$ cat src/rtl/led_flow_pkg.sv
// led_flow_pkg: mode encodings and seed patterns shared by the LED flow sequencer
package led_flow_pkg;

    localparam int          SEED_MAX_W  = 64;
    localparam int          MODE_CNT    = 4;
    localparam logic [1:0]  MODE_LEFT   = 2'd0;
    localparam logic [1:0]  MODE_RIGHT  = 2'd1;
    localparam logic [1:0]  MODE_BOUNCE = 2'd2;
    localparam logic [1:0]  MODE_BLINK  = 2'd3;

    // Seed loaded on entry to a mode, right-aligned in a wide word; callers truncate to their width.
    function automatic logic [SEED_MAX_W-1:0] seed_pattern(input logic [1:0] mode, input int w);
        logic [SEED_MAX_W-1:0] s;
        s = '0;
        if (mode == MODE_RIGHT)
            s[w-1] = 1'b1;
        else if (mode != MODE_BLINK)
            s[0] = 1'b1;
        return s;
    endfunction

endpackage

$ cat src/rtl/led_flow_ctrl_tick_prescaler.sv
// led_flow_ctrl_tick_prescaler: divides qualifying ticks by DIV and emits one step strobe per DIV ticks
module led_flow_ctrl_tick_prescaler #(
    parameter int DIV = 1
) (
    input  logic sys_clk,
    input  logic sys_rst,
    input  logic tick,
    input  logic pause,
    input  logic clr,
    output logic step
);

    localparam int          CW   = (DIV > 1) ? $clog2(DIV) : 1;
    localparam logic [CW-1:0] LAST = CW'(DIV - 1);

    logic [CW-1:0] cnt;
    logic          qual;

    generate
        if (DIV < 1) begin : g_bad_div
            $error("led_flow_ctrl_tick_prescaler: DIV must be >= 1");
        end
    endgenerate

    // A tick only counts when not paused and not displaced by a mode change.
    always_comb begin
        qual = tick & ~pause & ~clr;
        step = qual & (cnt == LAST);
    end

    // Counter clears on mode change, holds while paused, and wraps on the stepping tick.
    always_ff @(posedge sys_clk or posedge sys_rst) begin
        if (sys_rst)
            cnt <= '0;
        else if (clr)
            cnt <= '0;
        else if (qual)
            cnt <= (cnt == LAST) ? '0 : cnt + CW'(1);
    end

endmodule

$ cat src/rtl/led_flow_ctrl.sv
// led_flow_ctrl: running-light sequencer with LEFT/RIGHT/BOUNCE/BLINK modes (option: LED_FLOW_ACTIVE_LOW_EN inverts led_out)
module led_flow_ctrl
    import led_flow_pkg::*;
#(
    parameter int LED_W    = 4,
    parameter int TICK_DIV = 1
) (
    input  logic             sys_clk,
    input  logic             sys_rst,
    input  logic             tick_in,
    input  logic             mode_key,
    input  logic             pause,
    output logic [LED_W-1:0] led_out,
    output logic [1:0]       mode_out,
    output logic             step_done
);

    logic [1:0]       mode, mode_nxt;
    logic [LED_W-1:0] pat, pat_nxt;
    logic             dir_up, dir_up_nxt;
    logic             step;

    generate
        if (TICK_DIV < 1) begin : g_bad_div
            $error("led_flow_ctrl: TICK_DIV must be >= 1");
        end
        if (LED_W < 2) begin : g_bad_w
            $error("led_flow_ctrl: LED_W must be >= 2");
        end
    endgenerate

    led_flow_ctrl_tick_prescaler #(
        .DIV(TICK_DIV)
    ) u_prescaler (
        .sys_clk (sys_clk),
        .sys_rst (sys_rst),
        .tick    (tick_in),
        .pause   (pause),
        .clr     (mode_key),
        .step    (step)
    );

    // Mode, pattern, direction and step strobe registers.
    always_ff @(posedge sys_clk or posedge sys_rst) begin
        if (sys_rst) begin
            mode      <= MODE_LEFT;
            pat       <= LED_W'(seed_pattern(MODE_LEFT, LED_W));
            dir_up    <= 1'b1;
            step_done <= 1'b0;
        end else begin
            mode      <= mode_nxt;
            pat       <= pat_nxt;
            dir_up    <= dir_up_nxt;
            step_done <= step;
        end
    end

    // Next mode and pattern: a mode key loads the next mode's seed and discards any tick.
    always_comb begin
        mode_nxt   = mode_key ? mode + 2'd1 : mode;
        pat_nxt    = pat;
        dir_up_nxt = dir_up;
        if (mode_key) begin
            pat_nxt    = LED_W'(seed_pattern(mode_nxt, LED_W));
            dir_up_nxt = 1'b1;
        end else if (step) begin
            case (mode)
                MODE_LEFT:   pat_nxt = {pat[LED_W-2:0], pat[LED_W-1]};
                MODE_RIGHT:  pat_nxt = {pat[0], pat[LED_W-1:1]};
                MODE_BOUNCE: begin
                    pat_nxt    = dir_up ? pat << 1 : pat >> 1;
                    dir_up_nxt = pat_nxt[LED_W-1] ? 1'b0 : pat_nxt[0] ? 1'b1 : dir_up;
                end
                default:     pat_nxt = ~pat;
            endcase
        end
    end

    // Drive outputs from the registered state, inverting the LEDs for active-low boards.
    always_comb begin
        mode_out = mode;
`ifdef LED_FLOW_ACTIVE_LOW_EN
        led_out  = ~pat;
`else
        led_out  = pat;
`endif
    end

endmodule

$ cat config.mk
export PLATFORM = sky130hd
export DESIGN_NAME = led_flow_ctrl
export DESIGN_NICKNAME = d
export VERILOG_FILES = /design/src/rtl/led_flow_pkg.sv /design/src/rtl/led_flow_ctrl_tick_prescaler.sv /design/src/rtl/led_flow_ctrl.sv
export SDC_FILE = /design/constraint.sdc
export NUM_CORES = 1
export LEC_CHECK = 0
export CAP_MARGIN = 20
export CELL_PAD_IN_SITES_DETAIL_PLACEMENT = 1
export CELL_PAD_IN_SITES_GLOBAL_PLACEMENT = 2
export CORE_AREA = 2 2 46 48
export DETAILED_ROUTE_END_ITERATION = 10
export DIE_AREA = 0 0 48 50
export GPL_TIMING_DRIVEN = 0
export HOLD_SLACK_MARGIN = 0.15
export PLACE_DENSITY = 0.69
export SLEW_MARGIN = 10
export SYNTH_ARGS = -nofsm -noshare
export SYNTH_HDL_FRONTEND = slang
export SYNTH_SLANG_ARGS = --single-unit
$ cat constraint.sdc
create_clock -name sys_clk -period 2.1 [get_ports sys_clk]
set_clock_uncertainty 0.1 [all_clocks]
set_input_delay 0.42 -clock sys_clk [delete_from_list [all_inputs] [get_ports sys_clk]]
set_output_delay 0.42 -clock sys_clk [all_outputs]
set_load 0.02 [all_outputs]
; ---- Word level (Yosys, flattened, before mapping)
; Cells that the tools add are included.
[word_totals]
regBits = 9
out_inout_bits = 7
in_bits = 5
word_cells = 40
[op_classes]
bitwise_logic = 7
n_addsub = 2
mux = 16
reduce_logical = 6
n_eq_ne = 4
[ops]
columns = cell, count
row1 = 4-bit 2-to-1 mux, 3
row2 = 4-bit case mux with 3 select lines, 1
row3 = 1-bit 2-to-1 mux, 11
row4 = 2-bit nonzero test, 3
row5 = 2-bit by 1-bit == test with 1-bit output (second input constant), 2
row6 = 4-bit NOT, 1
row7 = 1-bit AND, 3
row8 = 1-bit NOT, 3
row9 = 3-bit AND reduction, 1
row10 = 3-bit nonzero test, 1
row11 = 2-bit by 1-bit adder with 2-bit output (second input constant), 1
row12 = 2-bit == test (second input constant), 1
row13 = 2-bit logical NOT, 1
row14 = 2-bit 2-to-1 mux, 1
row15 = 2-bit inequality test (second input constant), 1
row16 = 1-bit adder (second input constant), 1

; ---- Logic depth before layout (Yosys ltp)
; Gate-level depths: netlist of the first run.
[depth]
depth_word = 6
mapped_depth = 6
mapped_depth_nobuf = 6

; ---- Modules after synthesis
; From an unflattened synthesis of the first run, not the netlist that was laid out.
[unflattened]
cells_unflattened = 55
area_unflattened_um2 = 505.5
[by_module_without_submodules]
columns = mod, seq_area_each_um2, instances, area_each_um2, cells_per_inst
row1 = led_flow_ctrl, 202.7, 1, 493.0, 54
row2 = led_flow_ctrl_tick_prescaler, 0.0, 1, 12.5, 1

; ---- Worst setup path before layout of the first run
; Ideal clock, no wire load.
[synth_timing]
path_kind = flip-flop to flip-flop
start = register mode[0] (netlist: mode_out[0])
end = register pat[0] (netlist: led_out[0])
synth_period_minus_slack_ns = 1.628
setup_time_ns = 0.077
t_required_ns = 1.923
n_path_buf = 0
slack_ns = 0.472
arrival_ns = 1.451
path_stages_with_launch = 7
path_cell_list = dfrtp_1 inv_1 ha_1 nor2b_4 o21ai_2 a221o_1 a22oi_2
[synth_between]
elab_chain_cells = 6
word_cells_on_any_way = 12
cone_classes = add/sub (1) / eq/ne (4) / mux (6) / reduce/logical (1)
[synth_rtl]
columns = item, line
row1 = start: declaration, led_flow_ctrl.sv:18  ; logic [1:0] mode, mode_nxt;
row2 = start signal: assignment, led_flow_ctrl.sv:51  ; mode <= mode_nxt;
row3 = 2-bit by 1-bit adder with 2-bit output, led_flow_ctrl.sv:60  ; mode_nxt = mode_key ? mode + 2'd1 : mode;
row4 = 2-bit 2-to-1 mux, led_flow_ctrl.sv:60
row5 = 2-bit inequality test, led_flow_pkg.sv:17  ; else if (mode != MODE_BLINK)
row6 = 1-bit 2-to-1 mux, led_flow_pkg.sv:17
row7 = 1-bit 2-to-1 mux, led_flow_pkg.sv:15  ; if (mode == MODE_RIGHT)
row8 = 4-bit 2-to-1 mux *, led_flow_ctrl.sv:63  ; if (mode_key) begin
row9 = end signal: assignment, led_flow_ctrl.sv:47  ; pat <= LED_W'(seed_pattern(MODE_LEFT, LED_W));
row10 = end signal: assignment, led_flow_ctrl.sv:52  ; pat <= pat_nxt;
row11 = end: declaration, led_flow_ctrl.sv:19  ; logic [LED_W-1:0] pat, pat_nxt;
; Every way passes the cells marked *; elsewhere a longest branch is shown, timed or not. The select of a mux whose other input is x is not followed.
; A chain may end at the register's enable or synchronous reset.

; ---- Worst setup path in the final report of the first run
[layout_timing]
start = register pat[0] (netlist: led_out[0])
end = output port led_out[0]
[layout_lines]
columns = item, line
row1 = end: declaration, led_flow_ctrl.sv:13  ; output logic [LED_W-1:0] led_out,
; No word-level cell between the ends.

==> impl_metrics.env, run 1 <==
export IMPL_ys_async_sr_fraction_pct=100
export IMPL_max_cap_violations=0
export IMPL_worst_skew_pair_late_latency_ns=0.26
export IMPL_final_min_clock_period_ns=1.95
export IMPL_antenna_found_initial=0
export IMPL_synth_area_leaders="dfrtp_1 (30%), dfstp_2 (10%), ha_1 (9.9%), a21oi_1 (6.9%), nor3b_1 (4.4%)"
export IMPL_status="finished, final reports clean"
export IMPL_grt_max_degree=10
export IMPL_drt_iter0_markers=2
export IMPL_cp_cell_sequence="clkdlybuf4s50_1"
export IMPL_ir_worst_vdd_v=0.000455
export IMPL_worstPathRequired_ns=1.58
export IMPL_gp_congestion=0.771
export IMPL_synth_ff_type="dfrtp_1"
export IMPL_clock_sinks=8
export IMPL_ant_nets=0
export IMPL_dpl_cell_area_sq_um=642
export IMPL_crit_type="flop to output pin"
export IMPL_endpoint_kind="output pin"
export IMPL_timing_final_crit_share_pct=92.7
export IMPL_rsz0062_at_grt="no"
export IMPL_register_area_sq_um=203
export IMPL_yosysUniqueCellTypes=25
export IMPL_numCtsBuffers=3
export IMPL_syn_nets=62
export IMPL_synth_warnings=0
export IMPL_synth_edf_count=0
export IMPL_final_layout_size_suffix_gt1_share_pct=15.2
export IMPL_dp_hpwl_um=904
export IMPL_setup_viol_count_final=0
export IMPL_hp_class="input pin to async pin"
export IMPL_cts_buffer_depth=2
export IMPL_finalNonFillerCells=93
export IMPL_yosysSeqAreaShare_pct=39.9
export IMPL_die_y_um=50
export IMPL_finalHoldViolCount=0
export IMPL_placedCellCount=90
export IMPL_ctsHoldBuffers=0
export IMPL_p_total_mw=0.794
export IMPL_netlist_instances=53
export IMPL_yosysMostFrequentCell="a21oi_1"
export IMPL_synth_top_area_share_pct=29.6
export IMPL_cts_root_buf="clkbuf_4"
export IMPL_final_cell_area_sq_um=664
export IMPL_grt_util_all_layers_pct=11.6
export IMPL_io_pins=12
export IMPL_cts_clk_slew_worst_paths_ns=0.06
export IMPL_cp_max_fo=5
export IMPL_core_sq_mm=0.00190
export IMPL_nets=77
export IMPL_ctsResizeCount=0
export IMPL_wirelength_um=1200
export IMPL_initial_utilization_pct=26.7
export IMPL_area_delta_synth_final_pct=30.8
export IMPL_worst_path_buf_inv=1
export IMPL_antenna_cells=0
export IMPL_drc=0
export IMPL_crit_slowest_cell="clkdlybuf4s50_1"
export IMPL_netlist_top_cells_count="a21oi_1 (7), dfrtp_1 (6), ha_1 (4), inv_1 (4)"
export IMPL_multi_input_area_sq_um=282
export IMPL_die_area_sq_mm=0.00240
export IMPL_vias=426
export IMPL_firstDrtPassIters=3
export IMPL_finalSetupTns_ns=0
export IMPL_wl_per_cell_um=12.8
export IMPL_grt_pass1_wl_um=1950
export IMPL_total_leakage_power_nw=0.267
export IMPL_slew_headroom_pct=70.6
export IMPL_htree_levels=1
export IMPL_p_per_area_mw_per_mm2=1190
export IMPL_tritoncts="done"
export IMPL_slew_violations=0
export IMPL_fill_cells=223
export IMPL_synth_largest_area_cell="dfrtp_1"
export IMPL_port_buffers=10
export IMPL_ys_seq_elements=8
export IMPL_critical_path_top_delay_family="buffers and inverters"
export IMPL_rows=16
export IMPL_tightest_slew_ns=0.442
export IMPL_max_freq_mhz=514
export IMPL_post_cts_setup_buffer_count=0
export IMPL_vias_per_cell=4.58
export IMPL_worstSetupStartpointType="flop"
export IMPL_crit_arrival_ns=1.43
export IMPL_die_x_um=48
export IMPL_syn_area_sq_um=508
export IMPL_synth_avg_cell_area_sq_um=9.58
export IMPL_grt_ovfl_total=0
export IMPL_grt_pass1_vias=425
export IMPL_max_stage_delay_ns=0.61
report_power, final:
group | internal, mW | total, mW | leakage, nW | switching [mW]
Combinational | 0.192 | 0.405 | 0.155 | 0.212
Sequential | 0.205 | 0.269 | 0.0984 | 0.0632
Clock | 0.0656 | 0.121 | 0.0138 | 0.0551
kinds of logic (layout without fill, tap and decap cells):
logic type	Yosys count	in the layout	synth area share, %
AOI/OAI and AO/OA	19	19	23.9
and+or+nand+nor	14	14	18.0
DFF	8	8	39.9
buffers and inverters	6	19	4.68
adders and majority gates	4	4	9.85
xor gates and xnor gates	1	1	1.72
muxes	1	1	1.97
stage by stage:
stage | worst slack, ns | hold WS, ns | utilization [%]
after global routing | 0.104 | 0.346 | 34.9
after detailed placement | 0.357 | 0.481 | 33.8
after CTS | 0.139 | 0.324 | 34.9
final | 0.154 | 0.322 | 34.9
after global placement | 0.370 | 0.476 | 33.8
after floorplan | 0.472 | 0.134 | -
path summary, 6_finish.rpt:
kind	slack, ns	end	depth (start not counted)	from
setup / recovery	0.15	led_out[0]	1	led_out[0]
hold / removal	0.32	mode_out[0]	2	sys_rst
setup reg to reg	0.41	led_out[0]	6	mode_out[0]
hold reg to reg	0.49	mode_out[0]	1	mode_out[0]
max in group asynchronous	1.28	led_out[0]	2	sys_rst
min in group sys_clk	0.46	step_done	2	mode_key
sequential cells by signal (all words and copies together), names as in the netlist:
signal,flops
mode_out,2
led_out,4
step_done,1
dir_up,1
cell type report:
type / count / share of cell area [%]
buffer: 2 / 1.32
clock buffer: 3 / 3.39
inverter: 4 / 2.26
multi-input combinational: 39 / 42.4
sequential: 8 / 30.5
tap: 27 / 5.08
timing repair buffer: 10 / 15.1
placed cells by master (no fill, tap or decap):
| cell type | Yosys | final |
|---|---|---|
| a21oi_1 | 7 | 7 |
| nor2b_1 | 3 | 3 |
| nor2b_4 | 1 | 1 |
| xor2_1 | 1 | 1 |
| nand2_1 | 2 | 2 |
| o21ai_0 | 2 | 2 |
| nand2b_1 | 1 | 1 |
| dfstp_2 | 2 | 2 |
| clkdlybuf4s50_1 | 0 | 10 |
| inv_1 | 4 | 4 |
| buf_2 | 1 | 1 |
| dfrtp_1 | 6 | 6 |
| clkbuf_4 | 0 | 3 |
| o21a_1 | 2 | 2 |
| mux2i_1 | 1 | 1 |
| nor3b_1 | 3 | 3 |
| and4_2 | 1 | 1 |
| o21ai_2 | 1 | 1 |
| nor3_1 | 1 | 1 |
| a22oi_2 | 1 | 1 |
| o21ai_1 | 3 | 3 |
| a221o_1 | 1 | 1 |
| a31oi_1 | 1 | 1 |
| o32ai_1 | 1 | 1 |
| clkbuf_1 | 1 | 1 |
| nor2_1 | 2 | 2 |
| ha_1 | 4 | 4 |
metal layers:
layer	global-route usage (%)	up-vias	wire (um)
met4	5.41	0	25
met1	16.7	197	596
met5	0	-	0
met2	16.2	10	522
met3	2.20	4	51
li1	-	215	-
No activity file was read; power rests on OpenSTA's default activity.
==> inputs of run 2 (changes only) <==
--- a/config.mk
+++ b/config.mk
@@ -14,6 +14,7 @@
 export GPL_TIMING_DRIVEN = 0
 export HOLD_SLACK_MARGIN = 0.15
 export PLACE_DENSITY = 0.69
+export RECOVER_POWER = 100
 export SLEW_MARGIN = 10
 export SYNTH_ARGS = -nofsm -noshare
 export SYNTH_HDL_FRONTEND = slang
==> impl_metrics.env, run 2 (synthesized netlist as in run 1, its figures left out) <==
export IMPL_status="finished, final reports clean"
export IMPL_port_buffers=10
export IMPL_worst_path_buf_inv=1
export IMPL_rsz0062_at_grt="no"
export IMPL_clock_sinks=8
export IMPL_placedCellCount=90
export IMPL_ant_nets=0
export IMPL_worstPathRequired_ns=1.58
export IMPL_max_freq_mhz=513
export IMPL_drt_iter0_markers=0
export IMPL_multi_input_area_sq_um=274
export IMPL_crit_slowest_cell="clkdlybuf4s50_1"
export IMPL_p_per_area_mw_per_mm2=1180
export IMPL_timing_final_crit_share_pct=92.9
export IMPL_rr_startpoint="mode_out[0]"
export IMPL_final_cell_mix="a21oi_1 (7), dlygate4sd3_1 (7), dfrtp_1 (6)"
export IMPL_slew_violations=0
export IMPL_die_area_sq_mm=0.00240
export IMPL_r2r_slack_ns=0.33
export IMPL_fill_cells=226
export IMPL_worst_skew_pair_late_latency_ns=0.26
export IMPL_io_pins=12
export IMPL_cp_max_fo=5
export IMPL_vias=419
export IMPL_ctsResizeCount=0
export IMPL_hp_class="input pin to async pin"
export IMPL_ir_worst_vdd_v=0.000435
export IMPL_finalSetupTns_ns=0
export IMPL_critical_path_top_delay_family="buffers and inverters"
export IMPL_die_y_um=50
export IMPL_grt_max_degree=10
export IMPL_slew_headroom_pct=70.9
export IMPL_numCtsBuffers=3
export IMPL_max_stage_delay_ns=0.61
export IMPL_final_layout_size_suffix_gt1_share_pct=12.1
export IMPL_core_sq_mm=0.00190
export IMPL_firstDrtPassIters=1
export IMPL_ff2ff_path_depth=6
export IMPL_dp_hpwl_um=904
export IMPL_vias_per_cell=4.51
export IMPL_tritoncts="done"
export IMPL_antenna_cells=0
export IMPL_area_delta_synth_final_pct=29.1
export IMPL_tightest_slew_ns=0.437
export IMPL_htree_levels=1
export IMPL_ctsHoldBuffers=0
export IMPL_cts_buffer_depth=2
export IMPL_setup_ws_ns=0.149
export IMPL_worstSetupStartpointType="flop"
export IMPL_initial_utilization_pct=26.7
export IMPL_register_area_sq_um=203
export IMPL_dp_slack_ns=0.357
export IMPL_post_cts_setup_buffer_count=0
export IMPL_rows=16
export IMPL_crit_type="flop to output pin"
export IMPL_largest_reg_flops=4
export IMPL_grt_pass1_wl_um=1950
export IMPL_antenna_found_initial=0
export IMPL_gp_congestion=0.771
export IMPL_drc=0
export IMPL_wirelength_um=1180
export IMPL_max_cap_violations=0
export IMPL_finalNonFillerCells=93
export IMPL_holdWs_ns=0.456
export IMPL_grt_pass1_vias=425
export IMPL_die_x_um=48
export IMPL_final_min_clock_period_ns=1.95
export IMPL_setup_viol_count_final=0
export IMPL_total_leakage_power_nw=0.276
export IMPL_post_route_util_pct=34.5
export IMPL_wl_per_cell_um=12.7
export IMPL_cp_cell_sequence="clkdlybuf4s50_1"
export IMPL_grt_util_all_layers_pct=11.6
export IMPL_crit_arrival_ns=1.43
export IMPL_nets=77
export IMPL_timing_rr_end="led_out[0]"
export IMPL_finalHoldViolCount=0
export IMPL_grt_ovfl_total=0
export IMPL_cts_root_buf="clkbuf_4"
export IMPL_endpoint_kind="output pin"
export IMPL_cts_clk_slew_worst_paths_ns=0.06
-- run 2: cell count changes in the layout (fill, tap and decap cells not counted), sizes merged --
cell / change
buf: -1
clkbuf: +1
clkdlybuf4s50: -7
dlygate4sd3: +7
-- run 2: where the power goes --
group	internal [mW]	total, mW	switching [mW]
clock network	0.0656	0.121	0.0550
registers	0.205	0.267	0.0617
logic	0.174	0.386	0.212
-- run 2: per-stage QoR --
stage               total power [mW]  area [sq um]
CTS                            0.808           664
floorplan                      0.523           508
finish                         0.773           656
global route                   0.847           656
global placement               0.680           642
detailed placement             0.680           642
-- run 2: worst max path at each step --
stage                     start    endpoint  slack (ns)  depth (start not counted)
CTS                  led_out[0]  led_out[0]        0.14                          1
global route         led_out[0]  led_out[0]        0.10                          1
global placement          pause  led_out[0]        0.37                          5
finish               led_out[0]  led_out[0]        0.15                          1
detailed placement        pause  led_out[0]        0.36                          5
floorplan           mode_out[0]  led_out[0]        0.47                          6
-- run 2: layer usage --
metal / vias up / wire, um / global-route usage (%)
li1: 214 / - / -
met1: 191 / 601 / 16.7
met2: 10 / 505 / 16.2
met3: 4 / 52 / 2.20
met4: 0 / 25 / 5.41
met5: - / 0 / 0
-- run 2: layout make-up --
type | instances | share of cell area (%)
Timing Repair Buffer | 10 | 15.3
Clock buffer | 3 | 3.44
Buffer | 2 | 1.15
Tap cell | 27 | 5.15
Multi-Input combinational cell | 39 | 41.8
Inverter | 4 | 2.29
Sequential cell | 8 | 30.9
==> inputs of run 3 (changes only) <==
--- a/config.mk
+++ b/config.mk
@@ -5,15 +5,16 @@
 export SDC_FILE = /design/constraint.sdc
 export NUM_CORES = 1
 export LEC_CHECK = 0
+export ABC_AREA = 1
 export CAP_MARGIN = 20
 export CELL_PAD_IN_SITES_DETAIL_PLACEMENT = 1
 export CELL_PAD_IN_SITES_GLOBAL_PLACEMENT = 2
-export CORE_AREA = 2 2 46 48
+export CORE_AREA = 2 2 50 52
 export DETAILED_ROUTE_END_ITERATION = 10
-export DIE_AREA = 0 0 48 50
+export DIE_AREA = 0 0 52 54
 export GPL_TIMING_DRIVEN = 0
 export HOLD_SLACK_MARGIN = 0.15
-export PLACE_DENSITY = 0.69
+export PLACE_DENSITY = 0.82
 export RECOVER_POWER = 100
 export SLEW_MARGIN = 10
 export SYNTH_ARGS = -nofsm -noshare
==> impl_metrics.env, run 3 <==
export IMPL_timing_final_crit_share_pct=92.7
export IMPL_htree_levels=1
export IMPL_rows=18
export IMPL_synth_top_area_share_pct=26.4
export IMPL_die_x_um=52
export IMPL_max_stage_delay_ns=0.71
export IMPL_total_leakage_power_nw=0.382
export IMPL_grt_util_all_layers_pct=12.4
export IMPL_rsz0062_at_grt="no"
export IMPL_syn_nets=87
export IMPL_hp_class="input pin to flop"
export IMPL_slew_violations=0
export IMPL_synth_area_leaders="dfrtp_1 (26%), nand2_1 (17%), dfstp_2 (9.2%), ha_1 (8.8%), inv_1 (6.6%)"
export IMPL_max_freq_mhz=513
export IMPL_io_pins=12
export IMPL_pwr_share_clk_pct=19.8
export IMPL_ff2ff_path_depth=8
export IMPL_swShare_pct=40.8
export IMPL_firstDrtPassIters=4
export IMPL_seqPwrFrac_pct=37.3
export IMPL_yosysUniqueCellTypes=17
export IMPL_grt_pass1_vias=575
export IMPL_crit_type="flop to output pin"
export IMPL_finalSetupTns_ns=0
export IMPL_grt_pass1_wl_um=2460
export IMPL_worst_path_stages=1
export IMPL_p_int_mw=0.359
export IMPL_vias=523
export IMPL_rr_startpoint="mode_out[0]"
export IMPL_synth_avg_cell_area_sq_um=7.30
export IMPL_yosysMostFrequentCell="nand2_1"
export IMPL_cp_cell_sequence="dlygate4sd3_1"
export IMPL_die_y_um=54
export IMPL_cts_buffer_depth=2
export IMPL_layout_commonest_cell="nand2_1"
export IMPL_ctsResizeCount=0
export IMPL_p_per_area_mw_per_mm2=851
export IMPL_core_sq_mm=0.00232
export IMPL_startpoint="led_out[2]"
export IMPL_combPwrFrac_pct=42.9
export IMPL_antenna_cells=0
export IMPL_gp_congestion=0.766
export IMPL_area_delta_synth_final_pct=25.3
export IMPL_switchingPower_mw=0.248
export IMPL_wirelength_um=1340
export IMPL_numCtsBuffers=3
export IMPL_clock_sinks=8
export IMPL_tritoncts="done"
export IMPL_tightest_slew_ns=0.329
export IMPL_critical_path_top_delay_family="buffers and inverters"
export IMPL_syn_area_sq_um=569
export IMPL_synth_edf_count=0
export IMPL_vias_per_cell=4.32
export IMPL_nets=102
export IMPL_final_cell_area_sq_um=713
export IMPL_finalHoldViolCount=0
export IMPL_post_cts_setup_buffer_count=0
export IMPL_antenna_found_initial=0
export IMPL_post_route_util_pct=30.7
export IMPL_final_layout_size_suffix_gt1_share_pct=14.3
export IMPL_netlist_top_cells_count="nand2_1 (26), inv_1 (10), a21oi_1 (6), dfrtp_1 (6), nor2_1 (5)"
export IMPL_crit_slowest_cell="dlygate4sd3_1"
export IMPL_ant_nets=0
export IMPL_timing_rr_end="led_out[3]"
export IMPL_setup_viol_count_final=0
export IMPL_fill_cells=301
export IMPL_synth_ff_type="dfrtp_1"
export IMPL_cts_clk_slew_worst_paths_ns=0.05
export IMPL_grt_max_degree=9
export IMPL_wl_per_cell_um=11.1
export IMPL_die_area_sq_mm=0.00281
export IMPL_synth_largest_area_cell="dfrtp_1"
export IMPL_endpoint_kind="output pin"
export IMPL_synth_warnings=0
export IMPL_final_cell_mix="nand2_1 (27), inv_1 (10), a21oi_1 (7), dlygate4sd3_1 (7), dfrtp_1 (6)"
export IMPL_worstSetupStartpointType="flop"
export IMPL_hold_start="mode_key"
export IMPL_worstPathRequired_ns=1.58
export IMPL_ctsHoldBuffers=0
export IMPL_grt_ovfl_total=0
export IMPL_worst_path_buf_inv=1
export IMPL_cts_root_buf="clkbuf_4"
export IMPL_largest_reg_flops=4
export IMPL_dp_hpwl_um=1050
export IMPL_worst_skew_pair_late_latency_ns=0.26
export IMPL_final_min_clock_period_ns=1.95
export IMPL_initial_utilization_pct=24.5
export IMPL_port_buffers=10
export IMPL_ys_seq_elements=8
export IMPL_slew_headroom_pct=78.0
export IMPL_cp_max_fo=7
export IMPL_drc=0
export IMPL_netlist_instances=78
export IMPL_crit_arrival_ns=1.43
export IMPL_hold_path_cell_count=2
export IMPL_max_cap_violations=0
export IMPL_ys_async_sr_fraction_pct=100
export IMPL_dpl_cell_area_sq_um=707
export IMPL_ir_worst_vdd_v=0.000411
export IMPL_r2r_slack_ns=0.59
export IMPL_holdPathEnd="mode_out[1]"
export IMPL_drt_iter0_markers=9
export IMPL_yosysSeqAreaShare_pct=35.6
export IMPL_status="finished, final reports clean"
run 3: cell types whose count changed after synthesis, sizes merged, moves of 2 or more:
cell,delta
nand2,+28
inv,+8
nand3,+4
nor2,+4
nor2b,-4
nor3b,-3
o21a,-2
run 3: cell families after synthesis:
| kind of cell | synth area share [%] |
|---|---|
| and+or+nand+nor | 32.1 |
| DFF | 35.6 |
| AOI/OAI and AO/OA | 12.7 |
| adders and majority gates | 8.79 |
| buffers and inverters | 10.8 |
run 3: worst max path at each step:
stage / end / slack (ns)
3_5_place_dp: led_out[0] / 0.42
6_report: led_out[2] / 0.15
2_1_floorplan: led_out[3] / 0.61
3_3_place_gp: led_out[0] / 0.42
4_1_cts: led_out[0] / 0.14
5_1_grt: led_out[2] / 0.1
run 3: power groups by stage:
stage	sequential (mW)	clock, mW	combinational (mW)
floorplan	0.254	0	0.157
global placement	0.229	0	0.275
detailed placement	0.231	0	0.279
CTS	0.228	0.129	0.282
global route	0.232	0.138	0.298
finish	0.226	0.120	0.261
run 3: layer usage:
metal | up-vias | routed length (um) | GRT usage (%) | part of all wire [%]
met2 | 12 | 643 | 21.3 | 48
met3 | 4 | 47 | 5.00 | 3.5
met5 | - | 0 | 0 | 0
met4 | 0 | 27 | 5.26 | 2.0
li1 | 271 | - | - | -
met1 | 236 | 624 | 13.5 | 46
run 3: per-stage QoR:
step / instances / hold slack [ns] / power [mW] / setup WS, ns
2_1_floorplan: 78 / 0.134 / 0.411 / 0.609
3_3_place_gp: 118 / 0.391 / 0.504 / 0.420
3_5_place_dp: 118 / 0.392 / 0.510 / 0.423
4_1_cts: 121 / 0.312 / 0.639 / 0.139
5_1_grt: 121 / 0.327 / 0.668 / 0.0958
6_report: 121 / 0.315 / 0.607 / 0.153
run 3: final cells by class:
type                    count  area [sq um]  share of cell area (%)
plain buffers               1          11.3                    1.58
clock buffers               3          22.5                    3.16
inverters                  12          50.0                    7.02
multi-input cells          57           289                    40.5
flip-flops and latches      8           203                    28.4
well taps                  30          37.5                    5.26
repair buffers             10           100                    14.0
==> edit 1 (flow settings as in run 3) <==
The option `LED_FLOW_ACTIVE_LOW_EN` is turned on by a define.
--- a/src/rtl/led_flow_ctrl.sv
+++ b/src/rtl/led_flow_ctrl.sv
@@ -1,2 +1,4 @@
 // led_flow_ctrl: running-light sequencer with LEFT/RIGHT/BOUNCE/BLINK modes (option: LED_FLOW_ACTIVE_LOW_EN inverts led_out)
+`define LED_FLOW_ACTIVE_LOW_EN
+
 module led_flow_ctrl
Function: changed (Yosys sat finds a counterexample within 4 cycles, from zero or initial values and one cycle with sys_rst high).
==> edit 1 against run 3 <==
First-iteration DRC count decreased by 44%; routed wire length increased by 2.4%; core utilization increased by 0.27 points; synthesized area decreased by 0.22%; sequential cell count unchanged; global-route usage increased by 0.25 points; register-to-register slack about the same; synthesized cell count increased by 1.3%; fmax decreased by 0.18%; design area increased by 0.88%; total power increased by 0.62%; worst setup slack got worse by 0.0035 ns; combinational power increased by 2%; highest routed layer unchanged.
==> edit 1: results (changes against run 3) <==
Yosys
  • Distinct cells, synth: 19 (was 17)
  • Syn_nets: 88 (was 87)
  • Sequential share of the synthesized area: 0.3568 (was 0.3560)
  • Synthesized area per cell: 7.190 um^2 (was 7.299 um^2)
  • Synth Area in Adders: 0.08811 (was 0.08791)
  • Area contributors post-synth: dfrtp_1, nand2_1, dfstp_2 (unchanged)
  • Post-synth top cells: nand2_1, inv_1, dfrtp_1, a21oi_1 (was nand2_1, inv_1, a21oi_1, dfrtp_1, nor2_1)
  • Compound-Gate Fraction of Synth Area: 0.1344 (was 0.1275)

Final layout
  • Post-route insts no fill: 122 (was 121)
  • Fraction of layout cells with a size suffix above 1: 0.1413 (was 0.1429)
  • Final net count: 103 (was 102)
  • Max reg flops: 4 (unchanged)
  • Fill count: 298 (was 301)

Placed design
  • Post-Place Cells: 119 (was 118)
  • Place WS: 0.4237 ns (was 0.4225 ns)
  • Cell area after placement: 705.7 um^2 (was 706.9 um^2)
  • RD Place Congestion: 0.7488 (was 0.7655)
  • I/O Buffers: 10 (unchanged)
  • HPWL Detailed: 1136 um (was 1048 um)

GRT
  • M2 GR Usage: 0.2152 (was 0.2131)
  • First-pass GRT wire length: 2539 um (was 2456 um)
  • All-Layer GR Usage: 0.1264 (was 0.1239)
  • Vias in the first global route: 588 (was 575)
  • Grt met1 use: 0.1452 (was 0.1348)

STA
  • Worst-Margin Slew: 0.3351 ns (was 0.3295 ns)

Detailed routing
  • DRT iter0 DRCs: 5 (was 9)
  • Drt wl/cell: 11.26 um (was 11.09 um)
  • Routed vias/inst: 4.352 (was 4.322)
  • DRT Pass-1 Iters: 3 (was 4)

Run status
  • Status: completed (unchanged)

Power
  • P_leak: 0.3779 nW (was 0.3822 nW)
  • Peak supply drop: 0.4393 mV (was 0.4113 mV)

Worst setup path
  • Worst-path fanout max: 4 (was 7)

Clock network
  • Resize count post-CTS: 0 (unchanged)
edit 1: changes by cell type after synthesis, sizes merged:
cell,before,now
inv,12,15
nor2,6,4
nand2,30,29
nor3,0,1
edit 1: kinds of logic (layout without fill, tap and decap cells):
kind of cell | count (synthesis) | count (layout)
simple gates | 38 | 38
buf+inv | 16 | 29
compound gates | 13 | 13
flops | 8 | 8
fa+ha+maj | 4 | 4
edit 1: layer usage:
| metal | routed length [um] | vias to the layer above |
|---|---|---|
| met5 | 0 | - |
| met2 | 660 | 12 |
| met3 | 63 | 2 |
| li1 | - | 269 |
| met1 | 640 | 248 |
| met4 | 10 | 0 |
edit 1: critical path, cell delays in order (launching register included):
cell and delay [ns]:
dfrtp_1 0.42, inv_1 0.09, dlygate4sd3_1 0.67
edit 1: cell type report:
| cell class | count | area [um^2] | area share |
|---|---|---|---|
| inverters | 15 | 63.81 | 0.08870 |
| plain buffers | 1 | 11.26 | 0.01565 |
| well taps | 30 | 37.54 | 0.05217 |
| repair buffers | 10 | 100.1 | 0.1391 |
| flip-flops and latches | 8 | 202.7 | 0.2817 |
| multi-input cells | 55 | 281.5 | 0.3913 |
| clock buffers | 3 | 22.52 | 0.03130 |
edit 1: stage by stage:
stage | hold WS [ns] | utilization
floorplan | 0.1342 | -
global placement | 0.3801 | 0.3042
detailed placement | 0.3943 | 0.3042
CTS | 0.3092 | 0.3139
global route | 0.3330 | 0.3101
finish | 0.3170 | 0.3101
edit 1: final timing paths:
path	to	cells past startpoint	slack (ns)	from
max reg2reg	pat[2]	8	0.59	mode_out[0]
min	mode_out[1]	2	0.32	mode_key
max in group asynchronous	dir_up	2	1.14	sys_rst
max	led_out[3]	2	0.15	pat[3]
min reg2reg	pat[0]	2	0.39	pat[0]
min in group asynchronous	mode_out[0]	2	0.46	sys_rst
edit 1: power by group:
| part | switching (mW) | internal [mW] | total [mW] |
|---|---|---|---|
| Combinational | 0.160 | 0.106 | 0.266 |
| Clock | 0.0561 | 0.0657 | 0.122 |
| Sequential | 0.0342 | 0.188 | 0.223 |
| Total | 0.251 | 0.360 | 0.611 |
==> edit 2 (flow settings as in run 3) <==
Made on the original files. Register the output `mode_out`; this adds one clock of latency there. The other outputs are not delayed to match.
--- a/src/rtl/led_flow_ctrl.sv
+++ b/src/rtl/led_flow_ctrl.sv
@@ -16,2 +16,4 @@
 );
+
+    logic [1:0] mode_d;
 
@@ -80,3 +82,3 @@
     always_comb begin
-        mode_out = mode;
+        mode_d = mode;
 `ifdef LED_FLOW_ACTIVE_LOW_EN
@@ -88,2 +90,6 @@
 
+    always_ff @(posedge sys_clk) begin
+        mode_out <= mode_d;
+    end
+
 endmodule
Behaviour: not the same (a bounded check fails within 4 cycles, from zero or initial values and one cycle with sys_rst high).
==> edit 2 against run 3 <==
Worst setup slack got worse by 0.046 ns; largest power group is now registers; sequential cell count rose by 2; critical path type unchanged; non-clock buffer count did not move; core utilization rose by 2.0 points; routed wire length rose by 13%; count of clock-buffer cells in the layout rose by 1; synthesized area rose by 7.0%; critical endpoint unchanged; clock power rose by 18%; design area rose by 6.5%; total power rose by 13%; first-iteration DRC count fell by 56%; sequential share of layout area rose by 3.5 points; cell count rose by 2.5%.
==> edit 2: results (changes against run 3) <==
Run status
  • Status: completed (unchanged)

Clock network
  • Resize count post-CTS: 0 (unchanged)
  • Reg clk slew, reported paths: 0.07 ns (was 0.05 ns)
  • Root Driver: clkbuf_4 (unchanged)
  • Hold-fix buffers at CTS: 0 (unchanged)

GRT
  • Initial antenna violation count: 0 (unchanged)
  • All-Layer GR Usage: 0.1231 (was 0.1239)
  • First-pass GRT wire length: 2435 um (was 2456 um)
  • Vias in the first global route: 542 (was 575)

Yosys
  • Share of the synthesized area in the top cell type: 0.2464 (was 0.2637)
  • Sequential share of the synthesized area: 0.3984 (was 0.3560)
  • Syn_nets: 89 (was 87)
  • Post-synth ARST share: 0.8000 (was 1.000)
  • Post-synth top cells: nand2_1, inv_1, a21oi_1, dfrtp_1, nor2_1 (unchanged)
  • Synthesized area per cell: 7.617 um^2 (was 7.299 um^2)
  • Distinct cells, synth: 18 (was 17)
  • Area contributors post-synth: dfrtp_1, nand2_1, dfstp_2 (unchanged)

Placed design
  • Post-Place Cells: 120 (was 118)
  • RD Place Congestion: 0.8207 (was 0.7655)
  • HPWL Detailed: 1197 um (was 1048 um)
  • Cell area after placement: 747.0 um^2 (was 706.9 um^2)

Detailed routing
  • Routed vias/inst: 4.387 (was 4.322)
  • Drt wl/cell: 12.28 um (was 11.09 um)
  • DRT iter0 DRCs: 4 (was 9)
  • Final WL: 1523 um (was 1342 um)
  • DRT Pass-1 Iters: 3 (was 4)

Power
  • Sw power: 0.2703 mW (was 0.2476 mW)
  • Peak supply drop: 0.3717 mV (was 0.4113 mV)
  • P_leak: 0.4001 nW (was 0.3822 nW)

Worst setup path
  • Critical path's top delay family: buffers and inverters (unchanged)
  • WP data arrival: 1.47 ns (was 1.43 ns)
  • CP peak stage delay: 0.71 ns (about the same)

Final layout
  • Fraction of layout cells with a size suffix above 1: 0.1489 (was 0.1429)
  • Fill count: 299 (was 301)
  • Max reg flops: 4 (unchanged)
  • Final net count: 104 (was 102)
  • Final core occ: 0.3274 (was 0.3074)

STA
  • Worst-Margin Slew: 0.3697 ns (was 0.3295 ns)

Hold path
  • Hold Path Class: input pin to flop (unchanged)
## edit 2: cell types whose count changed in the layout (fill, tap and decap cells not counted), sizes merged
cell,before,now
clkbuf,3,4
dfxtp,0,2
## edit 2: routing by layer
layer | track usage | wire (um) | share of wire
met1 | 0.1309 | 613 | 0.40
met2 | 0.2278 | 812 | 0.53
met3 | 0.01667 | 51 | 0.033
met4 | 0.07895 | 46 | 0.030
met5 | 0 | 0 | 0
## edit 2: cells by family (layout without fill, tap and decap cells)
kind of cell | after synthesis | count (layout) | share of synthesized area
simple gates | 40 | 40 | 0.2998
flops | 10 | 10 | 0.3984
compound gates | 13 | 13 | 0.1191
fa+ha+maj | 4 | 4 | 0.08214
buf+inv | 13 | 27 | 0.1006
## edit 2: worst paths after layout
kind | from | endpoint | slack (ns) | cells after the start
worst min-delay path | mode_key | led_out[0] | 0.32 | 4
worst max register to register | mode[0] | led_out[3] | 0.63 | 8
worst max-delay path | led_out[2] | led_out[2] | 0.11 | 1
max in group asynchronous | sys_rst | dir_up | 1.13 | 2
worst min register to register | mode[1] | mode_out[1] | 0.36 | 0
min in group asynchronous | sys_rst | mode[1] | 0.45 | 2
## edit 2: power groups by stage
stage / logic, mW / registers, mW / clock network [mW]
final: 0.267 / 0.279 / 0.142
after global routing: 0.303 / 0.288 / 0.155
after detailed placement: 0.283 / 0.287 / 0
after CTS: 0.286 / 0.283 / 0.149
after global placement: 0.274 / 0.285 / 0
after floorplan: 0.157 / 0.306 / 0
## edit 2: metrics by stage
stage	power (mW)	hold slack (ns)	setup slack (ns)
finish	0.6881	0.3214	0.1066
global route	0.7461	0.3280	0.06006
CTS	0.7172	0.3188	0.1052
detailed placement	0.5705	0.3459	0.4091
global placement	0.5588	0.3319	0.4104
floorplan	0.4630	0.1342	0.7732
## edit 2: worst min-delay path, cell delays in order
cell and delay, ns:
buf_6 0.11, a21oi_2 0.06, nand2_1 0.06, nand2_1 0.04
## edit 2: final cells by class
| type | instances | area share |
|---|---|---|
| plain buffers | 1 | 0.01483 |
| clock buffers | 4 | 0.03460 |
| inverters | 12 | 0.06590 |
| multi-input cells | 57 | 0.3839 |
| flip-flops and latches | 10 | 0.3196 |
| well taps | 30 | 0.04942 |
| repair buffers | 10 | 0.1318 |
